--- src/rtl/dram_pkg.sv ---
// Shared definitions for the DRAM bank tracker: command codes, bank state
// encoding, bank count and the timing counter width helper.
package dram_pkg;

  localparam int NUM_BANKS = 8;

  typedef enum logic [2:0] {
    CMD_NOP  = 3'd0,
    CMD_ACT  = 3'd1,
    CMD_PRE  = 3'd2,
    CMD_PREA = 3'd3,
    CMD_RD   = 3'd4,
    CMD_WR   = 3'd5,
    CMD_REF  = 3'd6
  } cmd_e;

  typedef enum logic [1:0] {
    BANK_IDLE        = 2'd0,
    BANK_ACTING      = 2'd1,
    BANK_ACTIVE      = 2'd2,
    BANK_PRECHARGING = 2'd3
  } bank_state_e;

  // Width of a down-counter able to hold the largest timing parameter.
  function automatic int cnt_width(input int trcd, input int trp, input int tras);
    int m;
    m = trcd;
    if (trp > m) m = trp;
    if (tras > m) m = tras;
    return (m < 1) ? 1 : $clog2(m + 1);
  endfunction

endpackage

--- src/rtl/dram_bank_fsm.sv ---
// One DRAM bank: IDLE/ACTING/ACTIVE/PRECHARGING state, open-row register
// and a single timing down-counter.
//
// The counter is loaded with TRAS-1 on ACT and runs down through ACTING and
// ACTIVE, so one counter serves both tRCD (ACTING ends once the count has
// fallen by TRCD-1) and tRAS (PRE allowed once it reaches zero). On PRE it is
// reloaded with TRP-1 and counts the precharge time.
module dram_bank_fsm
  import dram_pkg::*;
#(
  parameter int ROW_W = 14,
  parameter int TRCD  = 3,
  parameter int TRP   = 3,
  parameter int TRAS  = 6
) (
  input  logic             clk,
  input  logic             rst_n,
  input  logic             do_act,
  input  logic             do_pre,
  input  logic [ROW_W-1:0] act_row,
  output logic [ROW_W-1:0] row,
  output logic             act_ok,
  output logic             rw_ok,
  output logic             pre_ok,
  output logic             is_open
);

  localparam int CNT_W = cnt_width(TRCD, TRP, TRAS);
  localparam logic [CNT_W-1:0] CNT_ZERO = '0;
  localparam logic [CNT_W-1:0] CNT_ONE  = CNT_W'(1);
  localparam logic [CNT_W-1:0] RAS_LOAD = CNT_W'(TRAS - 1);
  localparam logic [CNT_W-1:0] RP_LOAD  = CNT_W'(TRP - 1);
  // Count value in the last ACTING cycle: TRAS-1 minus (TRCD-2) elapsed cycles.
  localparam logic [CNT_W-1:0] RCD_DONE = CNT_W'(TRAS - TRCD + 1);

  bank_state_e      state;
  logic [CNT_W-1:0] cnt;

  // Bank state machine, timing counter and open-row register.
  always_ff @(posedge clk or negedge rst_n) begin
    if (!rst_n) begin
      state <= BANK_IDLE;
      cnt   <= CNT_ZERO;
      row   <= '0;
    end else begin
      case (state)
        BANK_IDLE: begin
          if (do_act) begin
            row   <= act_row;
            cnt   <= RAS_LOAD;
            state <= (TRCD <= 1) ? BANK_ACTIVE : BANK_ACTING;
          end
        end
        BANK_ACTING: begin
          if (cnt != CNT_ZERO) cnt <= cnt - CNT_ONE;
          if (cnt <= RCD_DONE) state <= BANK_ACTIVE;
        end
        BANK_ACTIVE: begin
          if (do_pre) begin
            cnt   <= RP_LOAD;
            state <= (TRP <= 1) ? BANK_IDLE : BANK_PRECHARGING;
          end else if (cnt != CNT_ZERO) begin
            cnt <= cnt - CNT_ONE;
          end
        end
        BANK_PRECHARGING: begin
          if (cnt <= CNT_ONE) begin
            cnt   <= CNT_ZERO;
            state <= BANK_IDLE;
          end else begin
            cnt <= cnt - CNT_ONE;
          end
        end
        default: begin
          cnt   <= CNT_ZERO;
          state <= BANK_IDLE;
        end
      endcase
    end
  end

  // Legality flags are pure decodes of the registered state and counter.
  always_comb begin
    act_ok  = (state == BANK_IDLE);
    rw_ok   = (state == BANK_ACTIVE);
    pre_ok  = (state == BANK_ACTIVE) && (cnt == CNT_ZERO);
    is_open = (state == BANK_ACTING) || (state == BANK_ACTIVE);
  end

endmodule

--- src/rtl/dram_bank_tracker.sv ---
// Eight-bank DRAM timing/state tracker. Decodes commands, checks legality
// against per-bank timing state and drives the bank FSMs.
// Optional feature: define DRAM_BANK_TRACKER_ERR_EN to get a sticky
// err_illegal flag; otherwise err_illegal is tied low.
// An open bank still in ACTING has pre_ok=0, so it makes PREA illegal.
// Command code 7 is undefined and treated like NOP.
module dram_bank_tracker
  import dram_pkg::*;
#(
  parameter int ROW_W = 14,
  parameter int TRCD  = 3,
  parameter int TRP   = 3,
  parameter int TRAS  = 6
) (
  input  logic                 clk,
  input  logic                 rst_n,
  input  logic                 cmd_valid,
  input  logic [2:0]           cmd,
  input  logic [NUM_BANKS-1:0] bank_sel,
  input  logic [ROW_W-1:0]     cmd_row,
  output logic [NUM_BANKS-1:0] act_ok,
  output logic [NUM_BANKS-1:0] rw_ok,
  output logic [NUM_BANKS-1:0] pre_ok,
  output logic [NUM_BANKS-1:0] row_hit,
  output logic                 all_idle,
  output logic                 err_illegal
);

  cmd_e                 cmd_code;
  logic                 sel_onehot;
  logic                 act_legal;
  logic                 pre_legal;
  logic                 prea_legal;
  logic                 act_go;
  logic                 pre_go;
  logic                 prea_go;
  logic [NUM_BANKS-1:0] bank_open;
  logic [NUM_BANKS-1:0] do_act;
  logic [NUM_BANKS-1:0] do_pre;
  logic [ROW_W-1:0]     bank_row [NUM_BANKS];

  assign cmd_code   = cmd_e'(cmd);
  assign sel_onehot = (bank_sel != '0) &&
                      ((bank_sel & (bank_sel - NUM_BANKS'(1))) == '0);
  assign act_legal  = sel_onehot && ((bank_sel & act_ok) != '0);
  assign pre_legal  = sel_onehot && ((bank_sel & pre_ok) != '0);
  assign prea_legal = ((bank_open & ~pre_ok) == '0);

  assign act_go  = cmd_valid && (cmd_code == CMD_ACT)  && act_legal;
  assign pre_go  = cmd_valid && (cmd_code == CMD_PRE)  && pre_legal;
  assign prea_go = cmd_valid && (cmd_code == CMD_PREA) && prea_legal;

  assign all_idle = &act_ok;

  for (genvar gi = 0; gi < NUM_BANKS; gi++) begin : g_bank
    assign do_act[gi] = act_go & bank_sel[gi];
    assign do_pre[gi] = (pre_go & bank_sel[gi]) | (prea_go & pre_ok[gi]);

    dram_bank_fsm #(
      .ROW_W (ROW_W),
      .TRCD  (TRCD),
      .TRP   (TRP),
      .TRAS  (TRAS)
    ) u_fsm (
      .clk     (clk),
      .rst_n   (rst_n),
      .do_act  (do_act[gi]),
      .do_pre  (do_pre[gi]),
      .act_row (cmd_row),
      .row     (bank_row[gi]),
      .act_ok  (act_ok[gi]),
      .rw_ok   (rw_ok[gi]),
      .pre_ok  (pre_ok[gi]),
      .is_open (bank_open[gi])
    );

    assign row_hit[gi] = bank_open[gi] && (bank_row[gi] == cmd_row);
  end

`ifdef DRAM_BANK_TRACKER_ERR_EN
  logic rw_legal;
  logic illegal;

  assign rw_legal = sel_onehot && ((bank_sel & rw_ok) != '0);

  // Flag any valid command that the current bank state does not allow.
  always_comb begin
    illegal = 1'b0;
    if (cmd_valid) begin
      case (cmd_code)
        CMD_ACT:        illegal = !act_legal;
        CMD_PRE:        illegal = !pre_legal;
        CMD_PREA:       illegal = !prea_legal;
        CMD_RD, CMD_WR: illegal = !rw_legal;
        CMD_REF:        illegal = !all_idle;
        default:        illegal = 1'b0;
      endcase
    end
  end

  // Sticky error flag, cleared only by reset.
  always_ff @(posedge clk or negedge rst_n) begin
    if (!rst_n) begin
      err_illegal <= 1'b0;
    end else if (illegal) begin
      err_illegal <= 1'b1;
    end
  end
`else
  assign err_illegal = 1'b0;
`endif

endmodule

--- config.mk ---
export PLATFORM = sky130hd
export DESIGN_NAME = dram_bank_tracker
export DESIGN_NICKNAME = d
export VERILOG_FILES = /design/src/rtl/dram_pkg.sv /design/src/rtl/dram_bank_fsm.sv /design/src/rtl/dram_bank_tracker.sv
export SDC_FILE = /design/constraint.sdc
export NUM_CORES = 1
export LEC_CHECK = 0
export CELL_PAD_IN_SITES_DETAIL_PLACEMENT = 1
export CELL_PAD_IN_SITES_GLOBAL_PLACEMENT = 1
export CORE_MARGIN = 2
export CORE_UTILIZATION = 25
export DETAILED_ROUTE_END_ITERATION = 10
export PLACE_DENSITY = 0.6
export SLEW_MARGIN = 20
export SYNTH_ARGS = -nofsm -noshare
export SYNTH_HDL_FRONTEND = slang
export SYNTH_SLANG_ARGS = --single-unit
--- constraint.sdc ---
create_clock -name clk -period 3.57 [get_ports clk]
set_clock_uncertainty 0.05 [all_clocks]
set_input_delay 0.714 -clock clk [delete_from_list [all_inputs] [get_ports clk]]
set_output_delay 0.714 -clock clk [all_outputs]
set_load 0.03 [all_outputs]
==> reports/results.ini <==
[placed_design]
dp.final_hpwl_um=18700
post_dp_cell_area_um2=10900
place.gp.congestion=0.801
portBuffers=60

[clocking]
ctsHoldBuffers=0
cts_num_sinks=152
ctsResizeCount=0
clk-insertion-delay-late_ps=430
htreeDepth=4
clkTransAtPathRegs_ps=70
cts_tree=built
cts_setup_buffers=0
cts_buffer_depth=2
cts_buffers=17
cts-root-buf=clkbuf_16

[floorplan]
die-area_um2=40300
core_um2=38500
start_util_pct=25.2
fp-row-count=72
io_pins=62
fp.dieW_um=201
fp.dieH_um=201

[logic_synthesis]
synth_top_area_cell=dfrtp_1
yosysSeqAreaShare_pct=39.3
synth_top_area_share_pct=39.3
syn_area_per_cell_um2=9.76
synth_edf_count=0
yosys_warnings=0
synth_seq_cells=152
synth_common_cells=nand2_1 (168), dfrtp_1 (152), xnor2_1 (113)
yosys.cell_count.top_type=nand2_1
netlist_instances=992
ys_types=70
synth_top_cells_by_area=dfrtp_1 (39%), xnor2_1 (10%), ha_1 (7.2%)
syn_area_um2=9690
syn-num-nets=1076
async_flop_share_pct=100
synth_ff_type=dfrtp_1

[sta]
fin_crit_sh_pct=92.4
min_period_ps=3300
worst_pin_slew_ps=775
setup_violations=0
tns_ps=0
maxSlewViolCount=0
rsz0062_at_grt=false
max_slew_margin_pct=48.3
hold_viol=0
fmax_mhz=303

[drt]
first_pass_iters=4
drt_iter0_drc=309
wl_um=26500
drc=0
wl_per_cell_um=16.9
via_count=7255
antenna_left=0
via_per_inst=4.64

[finish]
area.sequential_um2=3800
multiInputGateArea_um2=5200
diodes=0
final_layout_size_suffix_gt1_share_pct=16.0
fin_nets=1118
design_area_um2=11600
syn_to_final_growth_pct=19.5
fillerInstances=4414

[global_route]
grt_max_degree=74
track_usage_pct=13.4
grt_pass1_vias=7523
antenna_found_initial=0
grt_first_pass_wirelength_um=42500
overflow=0

[pwr]
finalPower_w=0.00799
ir_worst_vdd_v=0.000344
power_density_nw_per_um2=690
p_leak_nw=5.17

[worst_setup_path]
cp-start-kind=register
worstSetupEndpointType=output port
cp_data_arrival_time_ps=2530
worst-setup-path-type=reg2out
cp_max_fo=11
rrSetupSlack_ps=510
required_ps=2810

[worst_hold_path]
hold_path.class=in2async

[run]
max_cap_violations=0

[run_status]
status=finished, final reports clean

==> cells by family after synthesis <==
| group | share of synthesized area (%) |
|---|---|
| AO/OA/AOI/OAI | 10.9 |
| XOR/XNOR | 10.2 |
| adder cells (fa/ha/maj) | 7.23 |
| buffers and inverters | 7.08 |
| flip-flops | 39.3 |
| multiplexers | 9.07 |
| other | 0.0387 |
| AND/OR/NAND/NOR | 16.2 |
==> per-layer routing <==
layer / up-vias / global-route usage [%] / part of all wire [%]
met4: 0 / 3.04 / 1.1
met5: - / 0 / 0
li1: 3470 / - / -
met2: 93 / 22.5 / 48
met1: 3670 / 18.1 / 49
met3: 22 / 2.22 / 2.6
==> critical path, stage by stage, from the launching register on <==
cell and delay [ps]:
dfrtp_1 430, inv_1 100, ha_1 460, nand4_1 220, nor2_1 200, clkdlybuf4s50_1 690
==> layout make-up <==
type	instances	share of cell area, %
Clock buffer	18	3.71
Clock inverter	14	1.72
Inverter	47	1.52
Multi-Input combinational cell	704	44.9
Sequential cell	152	32.9
Tap cell	518	5.60
Timing Repair Buffer	112	9.70
==> report_power, final <==
part	total [W]	internal [W]	switching [W]
clock network	0.00198	0.00114	0.000840
registers	0.00228	0.00201	0.000266
logic	0.00373	0.00154	0.00219
total	0.00799	0.00469	0.00330
==> sequential cells by signal, summed over array words and instances (netlist names) <==
signal / cells
g_bank.u_fsm.cnt: 24
g_bank.u_fsm.row: 112
g_bank.u_fsm.state: 16
==> path summary, 6_finish.rpt <==
path,from,end,cells past startpoint
worst max-delay path,g_bank[2].u_fsm.state[1],all_idle,5
worst min-delay path,rst_n,g_bank[0].u_fsm.cnt[0],1
worst max register to register,g_bank[6].u_fsm.state[0],g_bank[0].u_fsm.state[1],9
worst min register to register,g_bank[2].u_fsm.row[13],g_bank[2].u_fsm.row[13],2
max in group asynchronous,rst_n,g_bank[2].u_fsm.row[12],2
min in group clk,g_bank[2].u_fsm.row[13],g_bank[2].u_fsm.row[13],2
==> cells in the final DEF, fill, tap and decap left out, types with 27 or more instances in the layout <==
cell	netlist	final
clkdlybuf4s50_1	0	51
dfrtp_1	152	152
buf_4	26	48
nand2_1	168	168
o21ai_0	30	30
nand4_1	27	27
a21oi_1	39	39
mux2_1	31	31
ha_1	56	56
nor2_1	29	29
mux2_2	47	47
xnor2_1	113	113
inv_1	47	47
==> per-stage QoR <==
| stage | utilization (%) | worst slack [ps] | cells | hold slack (ps) |
|---|---|---|---|---|
| finish | 30.1 | 271 | 1565 | 257 |
| global route | 30.1 | 117 | 1565 | 314 |
| CTS | 30.1 | 170 | 1565 | 308 |
| detailed placement | 28.5 | 38.1 | 1533 | 427 |
| global placement | 28.5 | 121 | 1533 | 420 |
| floorplan | - | 247 | 992 | 368 |
No activity file was read; power rests on OpenSTA's default activity.
